`src/rtl/bus_cycle_ctrl.sv`:
```
// rtl/bus_cycle_ctrl.sv - Z80 external bus machine-cycle sequencer (MR/MW, optional PR/PW)
//
// Purpose:
//    Runs one external bus machine cycle per accepted request at T-state
//    granularity (T1, T2, TW*, T3).
//    Wait states are inserted while WAIT_L is low.
//    The bus is handed to an external master (BUSREQ_L/BUSACK_L) only at
//    cycle boundaries.
//    Every pin-level output is decoded from registered state and registered
//    request fields. The one exception is ready, which is the accept
//    handshake and also depends on BUSREQ_L.
//
// Configuration macro:
//    Z80_IO_CYCLE_EN - when defined, req_io selects a port cycle: IORQ_L is
//    used instead of MREQ_L and IO_WAIT_STATES forced TW cycles are inserted.
//    When undefined, req_io is ignored and IORQ_L stays high.
//
// Ports:
//    clk, rst_L                      clock, asynchronous active-low reset
//    req, req_we, req_io             cycle request and its type
//    req_addr, req_wdata             request address / write data, captured on accept
//    ready                           request can be accepted this cycle
//    done, rd_le                     final-T3 pulse, read-data latch strobe
//    addr_out, addr_oe               registered address and its drive enable
//    data_out, data_oe               registered write data and its drive enable
//    WAIT_L                          external wait request
//    MREQ_L, IORQ_L, RD_L, WR_L      bus strobes
//    BUSREQ_L, BUSACK_L              external bus request / grant
module bus_cycle_ctrl #(
   parameter int ADDR_W         = 16,
   parameter int DATA_W         = 8,
   parameter int IO_WAIT_STATES = 1
) (
   input  logic              clk,
   input  logic              rst_L,
   input  logic              req,
   input  logic              req_we,
   input  logic              req_io,
   input  logic [ADDR_W-1:0] req_addr,
   input  logic [DATA_W-1:0] req_wdata,
   output logic              ready,
   output logic              done,
   output logic              rd_le,
   output logic [ADDR_W-1:0] addr_out,
   output logic              addr_oe,
   output logic [DATA_W-1:0] data_out,
   output logic              data_oe,
   input  logic              WAIT_L,
   output logic              MREQ_L,
   output logic              IORQ_L,
   output logic              RD_L,
   output logic              WR_L,
   input  logic              BUSREQ_L,
   output logic              BUSACK_L
);

   localparam int WCNT_W = 8;

   typedef enum logic [2:0] {
      S_IDLE  = 3'd0,
      S_T1    = 3'd1,
      S_T2    = 3'd2,
      S_TW    = 3'd3,
      S_T3    = 3'd4,
      S_BUSAK = 3'd5
   } state_t;

   state_t              state_q, state_d;
   logic [WCNT_W-1:0]   wcnt_q, wcnt_d;
   logic [ADDR_W-1:0]   addr_q;
   logic [DATA_W-1:0]   wdata_q;
   logic                we_q;
   logic                io_q;
   logic                io_d;
   logic                accept;

   assign accept = req && ready;

`ifdef Z80_IO_CYCLE_EN
   assign io_d = req_io;
`else
   // Port cycles are compiled out: every request runs as a memory cycle.
   logic unused_req_io;
   assign unused_req_io = req_io;
   assign io_d          = 1'b0;
`endif

   // State register
   always_ff @(posedge clk or negedge rst_L) begin
      if (!rst_L) begin
         state_q <= S_IDLE;
      end else begin
         state_q <= state_d;
      end
   end

   // Captured request and forced-wait counter; reset discards an in-flight request
   always_ff @(posedge clk or negedge rst_L) begin
      if (!rst_L) begin
         addr_q  <= '0;
         wdata_q <= '0;
         we_q    <= 1'b0;
         io_q    <= 1'b0;
         wcnt_q  <= '0;
      end else begin
         wcnt_q <= wcnt_d;
         if (accept) begin
            addr_q  <= req_addr;
            wdata_q <= req_wdata;
            we_q    <= req_we;
            io_q    <= io_d;
         end
      end
   end

   // Next-state logic
   always_comb begin
      state_d = state_q;
      wcnt_d  = wcnt_q;
      case (state_q)
         S_IDLE: begin
            // Bus request has priority over a simultaneous cycle request
            if (!BUSREQ_L) begin
               state_d = S_BUSAK;
            end else if (req) begin
               state_d = S_T1;
            end
         end
         S_T1: begin
            state_d = S_T2;
         end
         S_T2: begin
            if (io_q && (IO_WAIT_STATES > 0)) begin
               state_d = S_TW;
               wcnt_d  = WCNT_W'(IO_WAIT_STATES);
            end else if (WAIT_L) begin
               state_d = S_T3;
            end else begin
               state_d = S_TW;
            end
         end
         S_TW: begin
            // Forced waits run down first; WAIT_L is honoured from the last forced TW on
            if (wcnt_q > WCNT_W'(1)) begin
               wcnt_d = wcnt_q - WCNT_W'(1);
            end else begin
               wcnt_d = '0;
               if (WAIT_L) begin
                  state_d = S_T3;
               end
            end
         end
         S_T3: begin
            if (!BUSREQ_L) begin
               state_d = S_BUSAK;
            end else if (req) begin
               state_d = S_T1;
            end else begin
               state_d = S_IDLE;
            end
         end
         S_BUSAK: begin
            if (BUSREQ_L) begin
               state_d = S_IDLE;
            end
         end
         default: begin
            state_d = S_IDLE;
         end
      endcase
   end

   // Output decode from registered state
   always_comb begin
      ready    = 1'b0;
      done     = 1'b0;
      rd_le    = 1'b0;
      addr_oe  = 1'b0;
      data_oe  = 1'b0;
      MREQ_L   = 1'b1;
      IORQ_L   = 1'b1;
      RD_L     = 1'b1;
      WR_L     = 1'b1;
      BUSACK_L = 1'b1;
      case (state_q)
         S_IDLE: begin
            ready = BUSREQ_L;
         end
         S_T1: begin
            addr_oe = 1'b1;
            // Port cycles hold off IORQ_L and the read strobe until T2
            if (!io_q) begin
               MREQ_L = 1'b0;
               RD_L   = we_q;
            end
         end
         S_T2, S_TW, S_T3: begin
            addr_oe = 1'b1;
            MREQ_L  = io_q;
            IORQ_L  = !io_q;
            RD_L    = we_q;
            WR_L    = !we_q;
            data_oe = we_q;
            if (state_q == S_T3) begin
               done  = 1'b1;
               rd_le = !we_q;
               ready = BUSREQ_L;
            end
         end
         S_BUSAK: begin
            BUSACK_L = 1'b0;
         end
         default: begin
            ready = 1'b0;
         end
      endcase
   end

   assign addr_out = addr_q;
   assign data_out = wdata_q;

endmodule

```
`config.mk`:
```
export PLATFORM = sky130hd
export DESIGN_NAME = bus_cycle_ctrl
export DESIGN_NICKNAME = d
export VERILOG_FILES = /design/src/rtl/bus_cycle_ctrl.sv
export SDC_FILE = /design/constraint.sdc
export NUM_CORES = 1
export LEC_CHECK = 0
export BUFFER_PORTS_ARGS = -buffer_cell sky130_fd_sc_hd__buf_2
export CAP_MARGIN = 0
export CELL_PAD_IN_SITES_DETAIL_PLACEMENT = 0
export CELL_PAD_IN_SITES_GLOBAL_PLACEMENT = 1
export CORE_UTILIZATION = 36
export CTS_CLUSTER_SIZE = 40
export DETAILED_ROUTE_END_ITERATION = 7
export PLACE_DENSITY_LB_ADDON = 0.1
export REMOVE_ABC_BUFFERS = 1
export SLEW_MARGIN = 20
export SYNTH_ARGS = -nofsm -noshare
export SYNTH_HDL_FRONTEND = slang
export SYNTH_SLANG_ARGS = --single-unit
export TNS_END_PERCENT = 20
```
`constraint.sdc`:
```
create_clock -name clk -period 1.96 [get_ports clk]
set_input_delay 0.294 -clock clk [delete_from_list [all_inputs] [get_ports clk]]
set_output_delay 0.294 -clock clk [all_outputs]
set_load 0.05 [all_outputs]
```
### Yosys cells after proc, flatten, opt, wreduce, memory -nomap -nowiden

Cells that the tools add are included.

| cells by class | value |
|---|---|
| equality and inequality tests | 9 |
| magnitude comparators | 1 |
| mux-type cells | 23 |
| bitwise logic cells | 1 |
| reductions and logical operators | 8 |
| $add $sub $neg | 1 |

Operators with widths:

| operator | count |
|---|---|
| $mux W3 | 7 |
| $pmux W3 S6 | 1 |
| $mux W8 | 2 |
| $mux W1 | 12 |
| $gt A8 B1 Y1 const B | 1 |
| $sub A8 B1 Y8 const B | 1 |
| $eq A3 B2 Y1 const B | 2 |
| $eq A3 B3 Y1 const B | 2 |
| $ne A2 B2 Y1 const B | 3 |
| $reduce_and A4 Y1 | 1 |
| $reduce_or A4 Y1 | 1 |
| $eq A3 B1 Y1 const B | 1 |
| $logic_not A3 Y1 | 1 |
| $ne A3 B3 Y1 const B | 1 |
| $reduce_or A3 Y1 | 1 |
| $pmux W1 S2 | 1 |
| $reduce_and A2 Y1 | 1 |
| $reduce_bool A2 Y1 | 1 |
| $logic_and A1 B1 Y1 | 1 |
| $logic_not A1 Y1 | 1 |
| $not A1 Y1 | 1 |

| word-level totals | value |
|---|---|
| bits in registers | 36 |
| output and inout port bits | 34 |

### Depth between registers and ports, before layout

| depth | value |
|---|---|
| depth in word-level cells | 4 |
| depth in mapped cells | 6 |

### Worst setup path after synthesis

OpenSTA, ideal clock, no wires.

| timing | value |
|---|---|
| kind | reg2out |
| start point | register state_q[1] |
| end point | output port WR_L |
| buffers on the path | 1 |
| cell stages (with the launch flop) | 6 |
| data arrival time | 2067 ps |
| setup slack | -401 ps |
| path through | dfrtp_1 buf_4 nor2_1 and2_1 o21a_1 inv_1 |

| between the ends | value |
|---|---|
| longest elaborated chain between the ends | 3 |
| elaborated cells between the ends (all ways) | 5 |
| classes of those cells | 3 x eq/ne; 1 x mux; 1 x reduce/logical |

RTL lines:

| what | line | RTL |
|---|---|---|
| start, declared | 68 | `state_t state_q, state_d;` |
| start signal, assigned | 93 | `state_q <= state_d;` |
| $eq A3 B3 Y1 or $eq A3 B2 Y1 (tied branches) | 185 | `case (state_q)` |
| $reduce_or A3 Y1 (*) | 185 |  |
| $mux W1 (*) | 185 |  |
| end, declared | 52 | `output logic WR_L,` |

Mark *: on every way between the ends. The rest lies on a longest branch, timed or not.

### Worst setup path in the final report

| timing | value |
|---|---|
| start point | register wcnt_q[4] |
| end point | register state_q[1] |

| between the ends | value |
|---|---|
| longest elaborated chain between the ends | 3 |

RTL lines:

| what | line | RTL |
|---|---|---|
| start, declared | 69 | `logic [WCNT_W-1:0] wcnt_q, wcnt_d;` |
| start signal, assigned | 106 | `wcnt_q <= wcnt_d;` |
| $gt A8 B1 Y1 | 144 | `if (wcnt_q > WCNT_W'(1)) begin` |
| $ne A2 B2 Y1 (no line) | n/a |  |
| $reduce_and A4 Y1 (no line) | n/a |  |

Every way passes these cells.
A chain may end at the register's enable or synchronous reset.

==> impl_metrics.csv <==
group,metric,value,unit
outcome,status,"finished, final reports clean",
routing,drt_iter0_drc,32,
synth,syn_area_cell,11.9,um2
sta,finalSetupViolCount,0,
clock_network,cts_tree,"yes",
cells_and_area,area_growth,29.4,%
critical_path,worst_r2r_startpoint,"wcnt_q[4]",
critical_path,critical_path.cell_chain,"or4_4, or4_4, o21ai_2, a21oi_1",
critical_path,worst_setup_path_end_kind,"flop",
clock_network,cts_buffers,5,
synth,synth.ff_latch_count,36,
floorplan,io_pins,65,
critical_path,timing.critical_path.slowest_stage_cell,"sky130_fd_sc_hd__or4_4",
critical_path,crit_type,"reg -> reg",
synth,netlist_top_cells_area,"sky130_fd_sc_hd__dfrtp_1 (54%), sky130_fd_sc_hd__mux2_2 (18%), sky130_fd_sc_hd__nor2_1 (2.0%)",
synth,async_flop_share,100,%
floorplan,placeableCoreArea,0.00438,mm2
synth,yosys.area.top_type,"sky130_fd_sc_hd__dfrtp_1",
routing,average_vias_per_placed_instance,4.93,
cells_and_area,nNetsFinal,238,
sta,timing.final.crit_period,1830,ps
clock_network,post-cts-setup-buffers,0,
synth,yosysWarnings,0,
routing,first_pass_iters,4,
routing,ant_nets,0,
critical_path,path_delay_family,"simple AND/OR/NAND/NOR gates",
critical_path,worst-path-max-fanout,6,
clock_network,cts_max_path_buffers,2,
cells_and_area,diodes,0,
global_route,grt-ovfl-total,0,
synth,syn-instance-count,140,
synth,synth_largest_type_area_fraction,54.3,%
global_route,grt_use_total,14.6,%
sta,slew-limit-headroom,47.5,%
floorplan,floorplan.die_area,0.00489,mm2
synth,ys_flop_type,"sky130_fd_sc_hd__dfrtp_1",
sta,timing.setup.tns,0,ps
sta,timing.final.hold_violations,0,
clock_network,worst_setup_hold_path_clk_slew,70,ps
critical_path,worstSetupStartpointType,"flop",
routing,wl_per_cell,12.7,um
clock_network,clkSinkCount,36,
cells_and_area,post_route_cells_drive_above_1_share,51.9,%
routing,routed_wirelength,3280,um
cells_and_area,finish.cell_count_without_fillers,258,
critical_path,launch_point_of_the_worst_path,"wcnt_q[4]",
synth,seq_area_frac_synth,54.3,%
critical_path,worst_ep_required_time,2130,ps
synth,netlist-cell-type-count,34,
critical_path,critical_path.most_common_cell,"sky130_fd_sc_hd__or4_4",
placement,buffer_ports.inserted,62,
routing,route.detailed.drc,0,
synth,synth_enable_flop_cells,0,
sta,grt_setup_unrepaired,"no",
clock_network,clk_latency,280,ps
cells_and_area,number_of_fill_cells,432,
sta,tightestPinTransition,788,ps
floorplan,fp.dieH,69.9,um
sta,fmaxAchievable,546,MHz
clock_network,clock_root_buffer,"sky130_fd_sc_hd__clkbuf_8",
floorplan,start_util,37.9,%
global_route,grt_max_degree,37,
critical_path,critical_path.n_buffers_inverters,0,
placement,dp_hpwl,2440,um
synth,yosys-top-cells-count,"sky130_fd_sc_hd__dfrtp_1 (36), sky130_fd_sc_hd__mux2_2 (26), sky130_fd_sc_hd__nor2_1 (9), sky130_fd_sc_hd__inv_1 (8)",
placement,gpl.final_weighted_congestion,0.708,
critical_path,max_stage_delay,560,ps
placement,post-place-cells,250,
critical_path,reg2reg_slack,130,ps
global_route,first_global_vias,1282,
synth,synth_most_common_cell,"sky130_fd_sc_hd__dfrtp_1",
critical_path,timing.critical_path.arrival,2000,ps
floorplan,rows,24,
global_route,grt_pass1_wl,5580,um
routing,dr_total_vias,1273,
global_route,grt_antenna_before_repair,0,
sta,hold-worst-slack,91.9,ps
sta,timing_max_transition_violations_final,0,
min_path,hold_class,"in -> async",
run,number_of_violations_of_the_max_capacitance_limit,0,
sta,layout_worst_path_cycle_share,93.4,%
sta,finClkSkew,5.33,ps
clock_network,htree_levels,2,
synth,syn_area,0.00166,mm2
floorplan,die_width,69.9,um
==> routing by layer <==
metal	wire length, um	vias to the layer above	track usage, %
met4	70	0	7.33
li1	-	618	-
met3	215	7	3.46
met1	1360	599	16.4
met2	1640	49	25.7
met5	0	-	0
==> cell usage in the layout (no fill, tap or decap), types with 2 or more instances in the layout <==
| cell type | synthesis | final |
|---|---|---|
| sky130_fd_sc_hd__nand2_1 | 3 | 3 |
| sky130_fd_sc_hd__o31ai_1 | 3 | 3 |
| sky130_fd_sc_hd__a21oi_1 | 3 | 3 |
| sky130_fd_sc_hd__nor3_1 | 5 | 5 |
| sky130_fd_sc_hd__nor2_1 | 9 | 8 |
| sky130_fd_sc_hd__mux2_2 | 26 | 26 |
| sky130_fd_sc_hd__buf_4 | 3 | 3 |
| sky130_fd_sc_hd__nand2b_1 | 3 | 3 |
| sky130_fd_sc_hd__inv_1 | 8 | 8 |
| sky130_fd_sc_hd__or4_4 | 2 | 2 |
| sky130_fd_sc_hd__ha_1 | 2 | 2 |
| sky130_fd_sc_hd__or4_1 | 2 | 2 |
| sky130_fd_sc_hd__clkbuf_8 | 0 | 5 |
| sky130_fd_sc_hd__and2_1 | 2 | 2 |
| sky130_fd_sc_hd__dfrtp_1 | 36 | 34 |
| sky130_fd_sc_hd__buf_2 | 3 | 61 |
| sky130_fd_sc_hd__dfrtp_2 | 0 | 2 |
| sky130_fd_sc_hd__nand3_1 | 5 | 5 |
| sky130_fd_sc_hd__nand3b_1 | 3 | 3 |
| sky130_fd_sc_hd__o21ai_1 | 4 | 4 |
| sky130_fd_sc_hd__o21a_1 | 2 | 2 |
==> kinds of logic after synthesis <==
family                     count (synthesis)  share of synthesized area (%)
xor gates and xnor gates                   1                          0.528
muxes                                     27                           18.2
buffers and inverters                     16                           4.52
and+or+nand+nor                           40                           14.0
DFF                                       36                           54.3
adders and majority gates                  2                           1.51
other                                      1                          0.226
AOI/OAI and AO/OA                         17                           6.71
==> worst reg2reg max path, cell delays in order (launching register included) <==
cell and delay [ps]:
sky130_fd_sc_hd__dfrtp_1 430, sky130_fd_sc_hd__or4_4 570, sky130_fd_sc_hd__or4_4 540, sky130_fd_sc_hd__o21ai_2 130
sky130_fd_sc_hd__a21oi_1 60
==> area by class of cell <==
type	instances	area [um2]	share of cell area [%]
clock buffer	6	72.6	3.38
sequential	36	903	42.1
multi-input combinational	88	687	32.0
tap	52	65.1	3.03
timing repair buffer	66	355	16.5
clock inverter	2	35.0	1.63
inverter	8	30.0	1.40
==> registers in the layout, summed over array words and instances (netlist names) <==
signal / flops
addr_out: 16
wcnt_q: 8
state_q: 3
we_q: 1
data_out: 8
==> metrics by stage <==
| stage | util, % | setup WS, ps | cell area (um2) |
|---|---|---|---|
| 2_1_floorplan | - | -376 | 1620 |
| 3_3_place_gp | 46.4 | 153 | 2030 |
| 3_5_place_dp | 46.4 | 137 | 2030 |
| 4_1_cts | 48.8 | 5.56 | 2140 |
| 5_1_grt | 49.0 | 26.1 | 2150 |
| 6_report | 49.0 | 130 | 2150 |
==> final timing paths <==
check,endpoint,depth (start not counted)
max in group asynchronous,state_q[0],1
min in group clk,addr_out[2],2
setup reg to reg,state_q[1],4
hold reg to reg,addr_out[15],1
setup / recovery,state_q[1],4
hold / removal,addr_out[10],1
==> timing repair <==
action                     CTS  global route
hold buffers                 0             0
setup endpoints to repair    0             4
resized for setup            0             4
Power is not shown: default switching activity piles up to over one toggle a cycle in this logic, so the estimate is an artifact.
